[src/rtl/feed_forward_inverter_if.sv]
// Request/result bundle for feed_forward_inverter: start strobe with gain and value in,
// busy/valid/saturation flags and the signed aim out.
interface feed_forward_inverter_if;
  logic               i_en;
  logic        [15:0] i_Kg;
  logic signed [15:0] i_value;
  logic               o_busy;
  logic               o_en;
  logic               o_sat;
  logic signed [15:0] o_value;

  modport master (
    output i_en, i_Kg, i_value,
    input  o_busy, o_en, o_sat, o_value
  );

  modport slave (
    input  i_en, i_Kg, i_value,
    output o_busy, o_en, o_sat, o_value
  );
endinterface

[src/rtl/feed_forward_inverter.sv]
// Inverse feed-forward gain: o_value = (|i_value| << FRAC_BITS) / Kg with sign reapplied,
// computed by a restoring divider. Define FFI_ROUND_EN for round-half-up on the magnitude.
//
// state | meaning
// IDLE  | waiting for i_en; captures sign, magnitude, gain
// DIV   | ITER restoring-divide iterations, one quotient bit per clock
// DONE  | saturate/sign the quotient, register result, pulse o_en
module feed_forward_inverter #(
  parameter int FRAC_BITS = 8
) (
  input  logic clk,
  input  logic rstn,
  feed_forward_inverter_if.slave bus
);
  localparam int ITER = 16 + FRAC_BITS;
  localparam int CW   = $clog2(ITER + 1);

  typedef enum logic [1:0] {IDLE, DIV, DONE} state_t;

  state_t            state;
  logic              sign;
  logic              mag_zero;
  logic              div0;
  logic [16:0]       rem;
  logic [ITER-1:0]   dvd;
  logic [15:0]       divisor;
  logic [CW-1:0]     cnt;

  logic [16:0]       sv_ext;
  logic [16:0]       mag_in;
  logic [ITER-1:0]   dvd_init;
  logic [17:0]       trial;
  logic              ge;
  logic [16:0]       diff;
  logic [15:0]       res_val;
  logic              res_sat;

  always_comb begin
    sv_ext   = {bus.i_value[15], bus.i_value};
    mag_in   = bus.i_value[15] ? (~sv_ext + 17'd1) : sv_ext;
    dvd_init = ITER'(mag_in) << FRAC_BITS;
`ifdef FFI_ROUND_EN
    if (bus.i_Kg != 16'd0)
      dvd_init = dvd_init + ITER'(bus.i_Kg >> 1);
`endif
    trial = {rem, dvd[ITER-1]};
    ge    = trial >= {2'b00, divisor};
    diff  = 17'(trial - {2'b00, divisor});
  end

  // The quotient sits in dvd once all iterations have shifted through it.
  always_comb begin
    res_val = 16'd0;
    res_sat = 1'b0;
    if (div0) begin
      res_sat = 1'b1;
      if (!mag_zero)
        res_val = sign ? 16'h8001 : 16'h7FFF;
    end else if (dvd > ITER'(32767)) begin
      res_sat = 1'b1;
      res_val = sign ? 16'h8001 : 16'h7FFF;
    end else begin
      res_val = sign ? (~dvd[15:0] + 16'd1) : dvd[15:0];
    end
  end

  always_ff @(posedge clk) begin
    if (!rstn) begin
      state       <= IDLE;
      sign        <= 1'b0;
      mag_zero    <= 1'b0;
      div0        <= 1'b0;
      rem         <= '0;
      dvd         <= '0;
      divisor     <= '0;
      cnt         <= '0;
      bus.o_busy  <= 1'b0;
      bus.o_en    <= 1'b0;
      bus.o_sat   <= 1'b0;
      bus.o_value <= '0;
    end else begin
      bus.o_en <= 1'b0;
      case (state)
        IDLE: begin
          bus.o_busy <= 1'b0;
          if (bus.i_en) begin
            sign       <= bus.i_value[15];
            mag_zero   <= (mag_in == 17'd0);
            div0       <= (bus.i_Kg == 16'd0);
            dvd        <= dvd_init;
            divisor    <= bus.i_Kg;
            rem        <= '0;
            cnt        <= CW'(ITER - 1);
            bus.o_busy <= 1'b1;
            state      <= DIV;
          end
        end
        DIV: begin
          rem <= ge ? diff : trial[16:0];
          dvd <= {dvd[ITER-2:0], ge};
          if (cnt == '0)
            state <= DONE;
          else
            cnt <= cnt - 1'b1;
        end
        DONE: begin
          bus.o_value <= res_val;
          bus.o_sat   <= res_sat;
          bus.o_en    <= 1'b1;
          state       <= IDLE;
        end
        default: state <= IDLE;
      endcase
    end
  end
endmodule

[src/flat_wrapper.sv]
// flat-port wrapper written by rule: the top's interface ports become plain ports
module feed_forward_inverter_flat 
#(
  parameter int FRAC_BITS = 8
)
  (clk, rstn, bus_i_en, bus_i_Kg, bus_i_value, bus_o_busy, bus_o_en, bus_o_sat, bus_o_value);
  feed_forward_inverter_if bus_i ();
  input  logic clk;
  input  logic rstn;
  input wire logic [$bits(bus_i.i_en)-1:0] bus_i_en;
  input wire logic [$bits(bus_i.i_Kg)-1:0] bus_i_Kg;
  input wire logic [$bits(bus_i.i_value)-1:0] bus_i_value;
  output wire logic [$bits(bus_i.o_busy)-1:0] bus_o_busy;
  output wire logic [$bits(bus_i.o_en)-1:0] bus_o_en;
  output wire logic [$bits(bus_i.o_sat)-1:0] bus_o_sat;
  output wire logic [$bits(bus_i.o_value)-1:0] bus_o_value;
  assign bus_i.i_en = bus_i_en;
  assign bus_i.i_Kg = bus_i_Kg;
  assign bus_i.i_value = bus_i_value;
  assign bus_o_busy = bus_i.o_busy;
  assign bus_o_en = bus_i.o_en;
  assign bus_o_sat = bus_i.o_sat;
  assign bus_o_value = bus_i.o_value;
  feed_forward_inverter #(.FRAC_BITS(FRAC_BITS)) u_core (.clk(clk), .rstn(rstn), .bus(bus_i));
endmodule
[config.mk]
export PLATFORM = sky130hd
export DESIGN_NAME = feed_forward_inverter_flat
export DESIGN_NICKNAME = d
export VERILOG_FILES = /design/src/rtl/feed_forward_inverter_if.sv /design/src/rtl/feed_forward_inverter.sv /design/src/flat_wrapper.sv
export SDC_FILE = /design/constraint.sdc
export NUM_CORES = 1
export LEC_CHECK = 0
export CORE_MARGIN = 1
export CORE_UTILIZATION = 55
export CTS_CLUSTER_DIAMETER = 40
export DETAILED_ROUTE_END_ITERATION = 8
export GPL_TIMING_DRIVEN = 0
export PLACE_DENSITY = 0.77
export SYNTH_ARGS = -nofsm -noshare
export SYNTH_HDL_FRONTEND = slang
export SYNTH_SLANG_ARGS = --single-unit
export TNS_END_PERCENT = 5
[constraint.sdc]
create_clock -name clk -period 2.8 [get_ports clk]
set_clock_uncertainty 0.2 [all_clocks]
set_input_delay 0.28 -clock clk [delete_from_list [all_inputs] [get_ports clk]]
set_output_delay 0.28 -clock clk [all_outputs]
set_load 0.01 [all_outputs]
Yosys cells after proc, flatten, opt, wreduce, memory -nomap -nowiden
Cells that the tools add are included.

Bits of input ports: 35. Output and inout bits: 19. Word-level logic and storage cells: 55. Register bits: 86.

Reductions and logical operators: 9. $add $sub $neg: 4. Magnitude comparators: 2. Eq/ne operators: 5. Bitwise logic cells: 2. Mux-type cells: 21.

Operators with widths (count): 2-to-1 mux 16 bit (5); 2-to-1 mux 17 bit (3); one-hot mux 24 bit (2 select lines) (1); one-hot mux 17 bit (2 select lines) (1); greater-than comparator 24 x 15 -> 1 bit, second input constant (1); 2-to-1 mux 24 bit (1); >= comparator 18 x 16 -> 1 bit (1); adder 17 x 1 -> 17 bit, second input constant (1); logical NOT 17 bit (1); inverter 17 bit (1); subtractor 17 x 16 -> 17 bit (1); adder 16 x 1 -> 16 bit, second input constant (1); logical NOT 16 bit (1); inverter 16 bit (1); 2-to-1 mux 5 bit (2); one-hot mux 5 bit (2 select lines) (1); AND reduction 2 bit (3); logical NOT 5 bit (1); subtractor 5 x 1 -> 5 bit, second input constant (1); 2-to-1 mux 1 bit (4); 2-to-1 mux 2 bit (2); inequality test 2 bit, second input constant (2); one-hot mux 2 bit (2 select lines) (1); AND reduction 3 bit (1); 5 further kinds (5).

Longest topological paths before layout
Depth after elaboration: 5. Gate-level depth with buffers: 12. Depth with buffers taken out: 10.

Worst setup path after synthesis
No wires, ideal clock.

Kind: register to register. From: register u_core.divisor[4]. To: register u_core.rem[0]. Path slack: 0.292 ns. Setup time: 0.074 ns. Stages on the path, launching flop included: 10. Period minus slack after synthesis: 2.508 ns. Data arrival time: 2.233 ns. Data required time: 2.526 ns. Cells stage by stage: dfxtp_1 inv_1 ha_1 a21o_1 a221oi_4 o21ai_1 a211oi_1 buf_4 mux2_2 o21ai_0.

Cells in the longest elaborated chain, start to end: 3.

Ends and longest elaborated chain: from (decl) (RTL line feed_forward_inverter.sv:26) `logic [15:0] divisor;`; from (signal assigned) (RTL line feed_forward_inverter.sv:91) `divisor <= bus.i_Kg;`; >= comparator 18 x 16 -> 1 bit (RTL line feed_forward_inverter.sv:47) `ge = trial >= {2'b00, divisor};`; 2-to-1 mux 17 bit (RTL line feed_forward_inverter.sv:99) `rem <= ge ? diff : trial[16:0];`; one-hot mux 17 bit (2 select lines) (RTL line feed_forward_inverter.sv:83) `case (state)`; to (signal assigned) (RTL line feed_forward_inverter.sv:99); to (decl) (RTL line feed_forward_inverter.sv:24) `logic [16:0] rem;`.

Every way passes these cells. A chain may end at the register's enable or synchronous reset.

Worst setup path in the final report
From: register u_core.divisor[6]. To: register u_core.rem[15].

Cells in the longest elaborated chain, start to end: 3. Elaborated cells between the ends (all ways): 4.

Ends and longest elaborated chain (RTL line): subtractor 17 x 16 -> 17 bit / >= comparator 18 x 16 -> 1 bit (equally long branches) (feed_forward_inverter.sv:48, feed_forward_inverter.sv:47); 2-to-1 mux 17 bit (*) (feed_forward_inverter.sv:99); one-hot mux 17 bit (2 select lines) (*) (feed_forward_inverter.sv:83).

Every way passes the cells marked *; elsewhere a longest branch is shown, timed or not.

==> metrics.csv <==
stage,metric,value,unit
global_routing,total track usage,0.286,
synthesis,register area share after synthesis,0.327,
setup_path,worst reg2reg path depth,9,
synthesis,Post-Syn Area,5260,um2
setup_path,RR Endpoint,u_core.rem[15],
synthesis,#FFs+latches synth,86,
sta,Final Hold Fails,0,
power_and_ir_drop,Net Sw Power,2.54,mW
finish,ant diodes,0,
setup_path,crit start category,register,
setup_path,CP Capture Type,register,
worst_hold_path,Tightest Hold Check Type,input port to register,
setup_path,crit path max fanout,7,
floorplanning,Starting Density,0.569,
worst_hold_path,Hold EP,u_core.bus.o_value[8],
floorplanning,CORE AREA,9240,um2
flow_run,MaxCap Viol Count,0,
global_routing,vias in the first global route,4779,
synthesis,leading post-synthesis cells by cell area,"dfxtp_1 (33%), nand2_1 (6.4%), a21oi_1 (5.4%), ha_1 (4.8%), o21ai_0 (3.7%)",
synthesis,asr flop ratio synth,0,
detailed_routing,final WL,13700,um
sta,Final WS setup,0.172,ns
detailed_routing,routed vias,5092,
detailed_routing,number of DRC markers in iteration 0,315,
placed_design,gpl congestion,0.935,
power_and_ir_drop,Flop pwr share,0.259,
floorplanning,die extent in y,99.8,um
cts,clk buf depth,2,
synthesis,"Distinct cells, synth",70,
cts,H-tree levels,3,
sta,Slew HR,0.595,
synthesis,Post-synth EDFFs,0,
global_routing,largest net degree at the start of global routing,16,
finish,post-layout util,0.664,
power_and_ir_drop,Pint,3.38,mW
synthesis,Synth top area share,0.327,
floorplanning,Die Footprint,9950,um2
floorplanning,Die W,99.8,um
cts,Worst-path clk slew,0.09,ns
worst_hold_path,Hold Path Depth,3,
cts,root buffer cell,clkbuf_8,
sta,worst-margin pin slew,0.607,ns
setup_path,register-to-register setup slack,0.17,ns
synthesis,Mapped Nets,724,
power_and_ir_drop,leakage power,2.28,nW
setup_path,crit path kind,register to register,
floorplanning,# IOs,54,
finish,area of the multi-input gates,3220,um2
cts,Worst-Skew Late Latency,0.37,ns
sta,RSZ-0062 raised after global routing,no,
synthesis,most frequent cell after synthesis,nand2_1,
placed_design,dpl ws,-0.101,ns
finish,share of layout cells above drive strength 1,0.0748,
detailed_routing,routed length per instance,15.9,um
sta,# setup viols final,0,
cts,CTS tree,built,
detailed_routing,DRT Pass-1 Iters,5,
cts,Sink Count,86,
finish,Sequential Area,1720,um2
finish,Layout Nets,786,
synthesis,top_reg_cell synth,dfxtp_1,
worst_hold_path,Min-Delay Startpoint,rstn,
outcome,outcome,"complete, no violations",
global_routing,initial antenna violation count,0,
global_routing,total grt overflow,0,
sta,Achievable Freq,380,MHz
placed_design,post-DP HPWL,10300,um
sta,Final Max Tran Viols,0,
power_and_ir_drop,Comb pwr share,0.603,
finish,area grow syn2layout,16.7,%
synthesis,synthesized area per cell,7.87,um2
setup_path,reg-to-reg startpoint,u_core.divisor[6],
synthesis,Yosys Warn Count,0,
sta,post-route clock period utilization,0.939,
global_routing,first-pass GRT wire length,22900,um
power_and_ir_drop,power share of the clock group,0.138,
floorplanning,Rows,35,
detailed_routing,ANT nets after route,0,
sta,min cycle time layout,2.63,ns
power_and_ir_drop,switching portion of total power,0.429,
synthesis,top cell type by total area after synthesis,dfxtp_1,
synthesis,Post-synth top cells,"nand2_1 (89), dfxtp_1 (86), a21oi_1 (57)",
synthesis,Post-Syn Instances,668,
power_and_ir_drop,VDD IR max,630,uV
detailed_routing,Vias/cell,5.89,
finish,# fillers,821,
sta,Setup Total Neg Slack,0,ns
cts,total CTS buffers,9,
power_and_ir_drop,Power per Cell Area,966,nW/um2
setup_path,Worst Path Required,2.88,ns
detailed_routing,DRC viols,0,
placed_design,I/O Buffers,49,
setup_path,critical path arrival,2.71,ns
placed cells by master, fill, tap and decap left out, types with 3 or more instances in the layout:
cell type,n
nand4_1,8
o41ai_1,6
a21o_1,5
nand3_1,18
nand2_1,89
or2_2,3
inv_1,31
nor3_1,30
dfxtp_1,86
nor3b_1,8
buf_2,3
nor2_1,47
clkbuf_1,38
xnor2_1,18
nor4_1,5
buf_4,3
o21ai_0,39
xor2_1,8
and3_1,3
a31oi_1,6
o221a_2,5
o211a_1,4
a2111oi_0,4
o311ai_0,5
nand3b_1,3
clkdlybuf4s50_1,49
clkbuf_8,10
ha_1,18
a21oi_1,57
o31ai_1,7
o21ai_1,6
nand2b_1,6
or3_1,6
a32oi_1,5
a211oi_1,5
and2_1,4
mux2i_1,10
a222oi_1,11
nor2b_1,8
routing by layer:
metal  track usage  vias up  wire [um]
li1              -     2547          -
met1         0.408     2373       6690
met2         0.440      154       6030
met3        0.0543       18        792
met4        0.0769        0        188
met5             0        -          0
registers in the layout (all words and copies together) (netlist names):
name	cells
u_core.div0	1
u_core.divisor	16
u_core.bus.o_busy	1
u_core.bus.o_value	16
u_core.bus.o_en	1
u_core.cnt	5
u_core.bus.o_sat	1
u_core.sign	1
u_core.dvd	24
u_core.state	2
u_core.mag_zero	1
u_core.rem	17
cells by family (layout without fill, tap and decap cells):
group / Yosys count / count (layout) / share of synthesized area
AO/OA/AOI/OAI: 191 / 191 / 0.247
XOR/XNOR: 26 / 26 / 0.0433
adder cells (fa/ha/maj): 21 / 21 / 0.0514
buffers and inverters: 79 / 146 / 0.0676
flip-flops: 86 / 86 / 0.327
multiplexers: 14 / 14 / 0.0281
AND/OR/NAND/NOR: 251 / 251 / 0.235
final cells by class:
class,instances,area share
Clock inverter,6,0.00755
Tap cell,129,0.0263
Clock buffer,10,0.0208
Buffer,47,0.0383
Multi-Input combinational cell,503,0.524
Timing Repair Buffer,51,0.0824
Sequential cell,86,0.281
Inverter,32,0.0196
power by group through the flow:
stage	logic, mW	registers, mW	clock network (mW)
2_1_floorplan	2.63	1.52	0
3_3_place_gp	3.23	1.55	0
3_5_place_dp	3.31	1.55	0
4_1_cts	3.36	1.53	0.826
5_1_grt	3.91	1.56	0.859
6_report	3.57	1.54	0.816
per-stage QoR:
stage / instance area (um2) / hold slack, ns / instances / power (mW)
final: 6130 / 0.238 / 864 / 5.92
after global routing: 6130 / 0.274 / 864 / 6.32
after CTS: 6100 / 0.241 / 863 / 5.71
after detailed placement: 5910 / 0.248 / 846 / 4.87
after global placement: 5910 / 0.241 / 846 / 4.78
after floorplan: 5260 / 0.216 / 668 / 4.15
worst max-delay path by stage:
stage | startpoint | to | slack [ns] | cells past startpoint
2_1_floorplan | u_core.divisor[4] | u_core.rem[0] | 0.29 | 9
3_3_place_gp | u_core.dvd[23] | u_core.rem[7] | -0.09 | 12
3_5_place_dp | u_core.dvd[23] | u_core.rem[7] | -0.10 | 12
4_1_cts | u_core.divisor[7] | u_core.rem[7] | 0.06 | 11
5_1_grt | u_core.dvd[23] | u_core.rem[16] | 0.004 | 11
6_report | u_core.divisor[6] | u_core.rem[15] | 0.17 | 9
worst max-delay path: stages (launching register included):
cell,delay (ns)
dfxtp_1,0.34
inv_1,0.05
ha_1,0.39
and3_1,0.29
a32o_1,0.28
a31oi_1,0.26
o22a_1,0.26
nor3_1,0.07
a211o_1,0.24
o21ai_0,0.18
what timing repair did:
action,CTS,global route
endpoints found under the setup margin,8,14
resized for setup,1,10
setup buffers,1,1
hold buffers,0,0
pin swaps,1,2
No activity file was read; power rests on OpenSTA's default activity.
